$ cat src/rtl/packet_arbiter_rr_pkg.sv
// Shared AXI-Stream types and arbiter state encoding.
//   axis_mosi_t    : TVALID + payload (TDATA, TID, TLAST), master -> slave
//   axis_miso_t    : TREADY, slave -> master
//   ROUTING_HEADER : TID value that marks the first flit of a packet
package packet_arbiter_rr_pkg;

  localparam int AXIS_DATA_W = 16;
  localparam int AXIS_ID_W   = 2;

  localparam logic [AXIS_ID_W-1:0] ROUTING_HEADER = 2'd1;

  typedef struct packed {
    logic [AXIS_DATA_W-1:0] TDATA;
    logic [AXIS_ID_W-1:0]   TID;
    logic                   TLAST;
  } axis_data_t;

  typedef struct packed {
    logic       TVALID;
    axis_data_t data;
  } axis_mosi_t;

  typedef struct packed {
    logic TREADY;
  } axis_miso_t;

  typedef enum logic {
    ARB_IDLE   = 1'b0,
    ARB_LOCKED = 1'b1
  } arb_state_e;

endpackage

$ cat src/rtl/rr_priority_picker.sv
// Combinational round-robin search.
//   req   : request vector, one bit per input
//   ptr   : index of the last served input; search starts at ptr+1
//   idx   : first requesting index found scanning ptr+1, ptr+2, ... mod N
//   found : at least one request is set
module rr_priority_picker #(
  parameter int INPUT_NUMBER       = 5,
  parameter int INPUT_NUMBER_WIDTH = $clog2(INPUT_NUMBER)
) (
  input  logic [INPUT_NUMBER-1:0]       req,
  input  logic [INPUT_NUMBER_WIDTH-1:0] ptr,
  output logic [INPUT_NUMBER_WIDTH-1:0] idx,
  output logic                          found
);

  logic [INPUT_NUMBER_WIDTH-1:0] cand;

  always_comb begin
    idx   = '0;
    found = 1'b0;
    cand  = '0;
    // k=INPUT_NUMBER wraps back to ptr itself, so a lone requester is re-granted
    for (int k = 1; k <= INPUT_NUMBER; k++) begin
      cand = INPUT_NUMBER_WIDTH'((int'(ptr) + k) % INPUT_NUMBER);
      if (!found && req[cand]) begin
        found = 1'b1;
        idx   = cand;
      end
    end
  end

endmodule

$ cat src/rtl/packet_arbiter_rr.sv
// Packet-granular round-robin arbiter for AXI-Stream inputs onto one channel.
//   clk_i, rst_i : clock, asynchronous active-high reset
//   in_mosi_i    : requester streams; a valid flit with TID=ROUTING_HEADER requests
//   in_miso_o    : requester backpressure; only the owner sees out_miso_i
//   out_mosi_o   : shared output channel (all-zero when idle)
//   out_miso_i   : shared channel backpressure
//   grant_o      : owning input index, meaningful while busy_o
//   busy_o       : a packet owns the channel
//   pkt_cnt_o    : completed packets since reset, saturating
module packet_arbiter_rr
  import packet_arbiter_rr_pkg::*;
#(
  parameter int INPUT_NUMBER       = 5,
  parameter int INPUT_NUMBER_WIDTH = $clog2(INPUT_NUMBER),
  parameter int COUNTER_WIDTH      = 16
) (
  input  logic                          clk_i,
  input  logic                          rst_i,
  input  axis_mosi_t                    in_mosi_i [INPUT_NUMBER],
  output axis_miso_t                    in_miso_o [INPUT_NUMBER],
  output axis_mosi_t                    out_mosi_o,
  input  axis_miso_t                    out_miso_i,
  output logic [INPUT_NUMBER_WIDTH-1:0] grant_o,
  output logic                          busy_o,
  output logic [COUNTER_WIDTH-1:0]      pkt_cnt_o
);

  localparam logic [INPUT_NUMBER_WIDTH-1:0] PTR_RST = INPUT_NUMBER_WIDTH'(INPUT_NUMBER - 1);

  arb_state_e                    state_q;
  logic [INPUT_NUMBER_WIDTH-1:0] grant_q;
  logic [INPUT_NUMBER_WIDTH-1:0] ptr_q;
  logic [COUNTER_WIDTH-1:0]      cnt_q;

  logic [INPUT_NUMBER-1:0]       req;
  logic [INPUT_NUMBER_WIDTH-1:0] pick_idx;
  logic                          pick_found;
  axis_mosi_t                    gnt_mosi;
  logic                          last_xfer;

  // Only header flits request; body flits of an unserved packet stay invisible.
  always_comb begin
    req = '0;
    for (int i = 0; i < INPUT_NUMBER; i++)
      req[i] = in_mosi_i[i].TVALID && (in_mosi_i[i].data.TID == ROUTING_HEADER);
  end

  rr_priority_picker #(
    .INPUT_NUMBER       (INPUT_NUMBER),
    .INPUT_NUMBER_WIDTH (INPUT_NUMBER_WIDTH)
  ) u_picker (
    .req   (req),
    .ptr   (ptr_q),
    .idx   (pick_idx),
    .found (pick_found)
  );

  assign gnt_mosi  = in_mosi_i[grant_q];
  assign last_xfer = (state_q == ARB_LOCKED) && gnt_mosi.TVALID &&
                     out_miso_i.TREADY && gnt_mosi.data.TLAST;

  // Datapath mux; state_q drops asynchronously on reset so this goes idle at once.
  always_comb begin
    out_mosi_o = '0;
    for (int i = 0; i < INPUT_NUMBER; i++) in_miso_o[i] = '0;
    if (state_q == ARB_LOCKED) begin
      out_mosi_o          = gnt_mosi;
      in_miso_o[grant_q]  = out_miso_i;
    end
  end

  always_ff @(posedge clk_i or posedge rst_i) begin
    if (rst_i) begin
      state_q <= ARB_IDLE;
      grant_q <= '0;
      ptr_q   <= PTR_RST;
      cnt_q   <= '0;
    end else begin
      case (state_q)
        ARB_IDLE: begin
          if (pick_found) begin
            grant_q <= pick_idx;
            state_q <= ARB_LOCKED;
          end
        end
        ARB_LOCKED: begin
          // TVALID gaps mid-packet keep the lock; only the TLAST transfer frees it
          if (last_xfer) begin
            ptr_q   <= grant_q;
            state_q <= ARB_IDLE;
            if (cnt_q != '1) cnt_q <= cnt_q + 1'b1;
          end
        end
        default: state_q <= ARB_IDLE;
      endcase
    end
  end

  assign grant_o   = grant_q;
  assign busy_o    = (state_q == ARB_LOCKED);
  assign pkt_cnt_o = cnt_q;

endmodule

$ cat config.mk
export PLATFORM = sky130hd
export DESIGN_NAME = packet_arbiter_rr
export DESIGN_NICKNAME = d
export VERILOG_FILES = /design/src/rtl/packet_arbiter_rr_pkg.sv /design/src/rtl/rr_priority_picker.sv /design/src/rtl/packet_arbiter_rr.sv
export SDC_FILE = /design/constraint.sdc
export NUM_CORES = 1
export LEC_CHECK = 0
export ABC_AREA = 1
export CORE_MARGIN = 2
export CORE_UTILIZATION = 47
export DETAILED_ROUTE_END_ITERATION = 10
export PLACE_DENSITY = 0.87
export REMOVE_ABC_BUFFERS = 1
export SLEW_MARGIN = 20
export SYNTH_ARGS = -nofsm -noshare
export SYNTH_HDL_FRONTEND = slang
export SYNTH_SLANG_ARGS = --single-unit
$ cat constraint.sdc
create_clock -name clk_i -period 9.2 [get_ports clk_i]
set_input_delay 1.38 -clock clk_i [delete_from_list [all_inputs] [get_ports clk_i]]
set_output_delay 1.38 -clock clk_i [all_outputs]
set_load 0.02 [all_outputs]
==> metrics.md <==
| Metric | Value |
|---|---|
| Post-Layout Cell Count | 817 |
| Vias in the first global route | 4201 |
| Clock slew at reported path FFs | 0.09 ns |
| Reg2reg end | busy_o |
| Hold Buf Count CTS | 0 |
| DRC Markers | 0 |
| Crit path largest cell delay | 0.82 ns |
| # placed instances | 813 |
| # setup viols final | 0 |
| DRT antenna net count | 0 |
| Dpl hpwl | 9860 µm |
| GRT Util Overall | 29.8% |
| Clk pwr share | 3.4% |
| Largest net degree at the start of global routing | 27 |
| Antenna violations before repair | 0 |
| Clock root cell | clkbuf_8 |
| Crit-path cells | nor3_2, buf_4, inv_1, o21ai_0, nor2_1, nor2_1, clkdlybuf4s50_1 |
| Int Power | 738 µW |
| Reg2reg path depth | 20 |
| Placer Congestion | 0.883 |
| Final hold viol count | 0 |
| Most instantiated cells after synthesis | nand2_1, inv_1, nand3_1 |
| Worst-Skew Late Latency | 0.27 ns |
| Starting Density | 48.2% |
| Top-count cell post-synth | nand2_1 |
| Sw Share | 60.6% |
| Setup CP Type | reg -> out |
| Fin nets | 847 |
| TritonCTS buffer count | 3 |
| Final period utilization | 51.0% |
| Ys flop type | dfrtp_1 |
| Final setup skew | 0.00664 ns |
| Syn avg cell area | 5.93 µm² |
| H-tree depth | 1 |
| Drt initial violations | 194 |
| Via count | 4325 |
| Synth top area share | 19.8% |
| Yosys warns | 0 |
| Antenna Diode Count | 0 |
| Status | completed |
| Final setup TNS | 0 ns |
| Fmax | 213 MHz |
| Longest Clk Path Bufs | 2 |
| Hold WS | 0.526 ns |
| WL/cell | 15.2 µm |
| Core Region | 7210 µm² |
| Top-Level Pins | 148 |
| CP most frequent cell | nor2_1 |
| Maximum VDD drop | 0.000176 V |
| Sink Count | 23 |
| Pre-Repair DR Iteration Count | 5 |
| Seq/Total Area, Yosys | 16.6% |
| CP Max Fanout | 26 |
| Distinct cells, synth | 41 |
| FF-to-FF Start | ptr_q[0] |
| Hold crit path type | reg -> reg |
| CTS tree | yes |
| Area contributors post-synth | nand2_1, dfrtp_1, nand3_1 |
| Synthesized area | 3480 µm² |
| Die area | 8100 µm² |
| Slowest CP cell | nor3_2 |
| Asr flop ratio synth | 100% |
| Reg power frac | 9.9% |
| Average vias per placed instance | 5.29 |
| Cts repair resizes | 0 |
| Post-layout instance area | 5020 µm² |
| Leak Pwr | 0.00240 µW |
| Hold_sp | pkt_cnt_o[0] |
| Crit end category | primary output |
| Combinational power share | 86.7% |
| Worst endpoint required time | 7.82 ns |
| Post-synth EDFFs | 0 |
| Worst-Margin Slew | 1.02 ns |
| Synth area leader | nand2_1 |
| Pins over their slew limit | 0 |
| Placed Instance Area | 4980 µm² |
| WHS Path Cells | 1 |
| Worst EP arrival | 3.31 ns |
| Final Util | 69.6% |
| FF+latch count, synth | 23 |
| RSZ-0062 raised after global routing | no |
| Worst R2R Setup Slack | 4.64 ns |
| Horiz. Die Dim | 90.0 µm |
| Area growth from synthesis to layout | 44.4% |
| Hold Crit Endpoint | pkt_cnt_o[0] |
| PwrDens | 374 nW/µm² |
| Worst setup SP type | register |
| Fillers | 628 |
| Gr ovfl total | 0 |
| Post-CTS setup buffer count | 0 |
| Port bufs | 147 |
| Slew headroom | 32.0% |
| Drt total wl | 12400 µm |
| FP Rows | 31 |
| Syn Inst Count | 586 |
| Max Cap Violations | 0 |
| First-pass GRT wire length | 20100 µm |
| Sw Pwr | 1140 µW |
| Layout cell share with drive strength beyond 1 | 5.57% |
| Min Tclk post-route | 4.69 ns |
| Overall die height | 90.0 µm |
==> power groups by stage <==
stage | clock, µW | combinational, µW | sequential, µW
final | 63.1 | 1630 | 186
after global routing | 68.7 | 1820 | 191
after CTS | 64.6 | 1610 | 185
after detailed placement | 0 | 1600 | 186
after global placement | 0 | 1530 | 185
after floorplan | 0 | 1130 | 186
==> worst max path at each step <==
stage / from / end / slack, ns / depth (start not counted)
after floorplan: ptr_q[0] / busy_o / 5.40 / 20
after global placement: in_mosi_i[59] / out_mosi_o[19] / 4.78 / 8
after detailed placement: ptr_q[0] / busy_o / 4.73 / 20
after CTS: grant_o[0] / out_mosi_o[19] / 4.57 / 7
after global routing: ptr_q[0] / busy_o / 4.25 / 20
final: grant_o[0] / out_mosi_o[19] / 4.51 / 7
==> placed cells by master, fill, tap and decap left out, types with 2 or more instances in the layout <==
cell,synthesis,layout
a21oi_1,6,6
a41oi_1,18,18
and2_1,2,2
clkbuf_8,0,3
clkdlybuf4s50_1,0,147
dfrtp_1,22,22
ha_1,25,25
inv_1,75,75
inv_2,5,5
nand2_1,183,183
nand2_2,10,10
nand3_1,64,64
nand3_2,2,2
nand4_1,8,8
nor2_1,53,53
nor2_2,2,2
nor2_4,3,3
nor3_1,9,9
o211ai_1,2,2
o21ai_0,34,34
o21ai_1,3,3
or2_2,4,4
xnor2_1,7,7
xor2_1,15,15
==> flip-flops by register name (all words and copies together), names as in the netlist <==
| name | cells |
|---|---|
| grant_o | 3 |
| ptr_q | 3 |
| busy_o | 1 |
| pkt_cnt_o | 16 |
==> metrics by stage <==
| stage | worst slack, ns | power [µW] |
|---|---|---|
| final | 4.51 | 1880 |
| after CTS | 4.57 | 1860 |
| after global placement | 4.78 | 1710 |
| after global routing | 4.25 | 2080 |
| after detailed placement | 4.73 | 1790 |
| after floorplan | 5.40 | 1320 |
==> final cells by class <==
class,count,area (µm²),area share (%)
Tap cell,99,124,2.47
Multi-Input combinational cell,461,2490,49.5
Inverter,82,310,6.18
Timing Repair Buffer,148,1480,29.4
Sequential cell,23,577,11.5
Clock buffer,3,41.3,0.822
Clock inverter,1,5.00,0.0997
==> layer usage <==
| metal | track usage (%) | share of wire [%] | wire length, µm | vias to the layer above |
|---|---|---|---|---|
| met2 | 55.6 | 51 | 6340 | 157 |
| met4 | 9.49 | 2.3 | 291 | 0 |
| met1 | 33.6 | 40 | 4920 | 1994 |
| li1 | - | - | - | 2148 |
| met5 | 0 | 0 | 0 | - |
| met3 | 6.45 | 6.8 | 842 | 26 |
==> worst max-delay path: cells and delay by family (launching register included) <==
kind / cells / cell delay [ns]
flip-flops: 1 / 0.77
AO/OA/AOI/OAI: 1 / 0.20
AND/OR/NAND/NOR: 3 / 1.04
buffers and inverters: 3 / 1.03
==> cells by family after synthesis <==
kind of cell,share of synthesized area [%]
AND/OR/NAND/NOR,44.5
buffers and inverters,11.9
AO/OA/AOI/OAI,12.5
adder cells (fa/ha/maj),9.00
flip-flops,16.6
XOR/XNOR,5.54
Note: power is estimated with default switching activity, not from simulation.
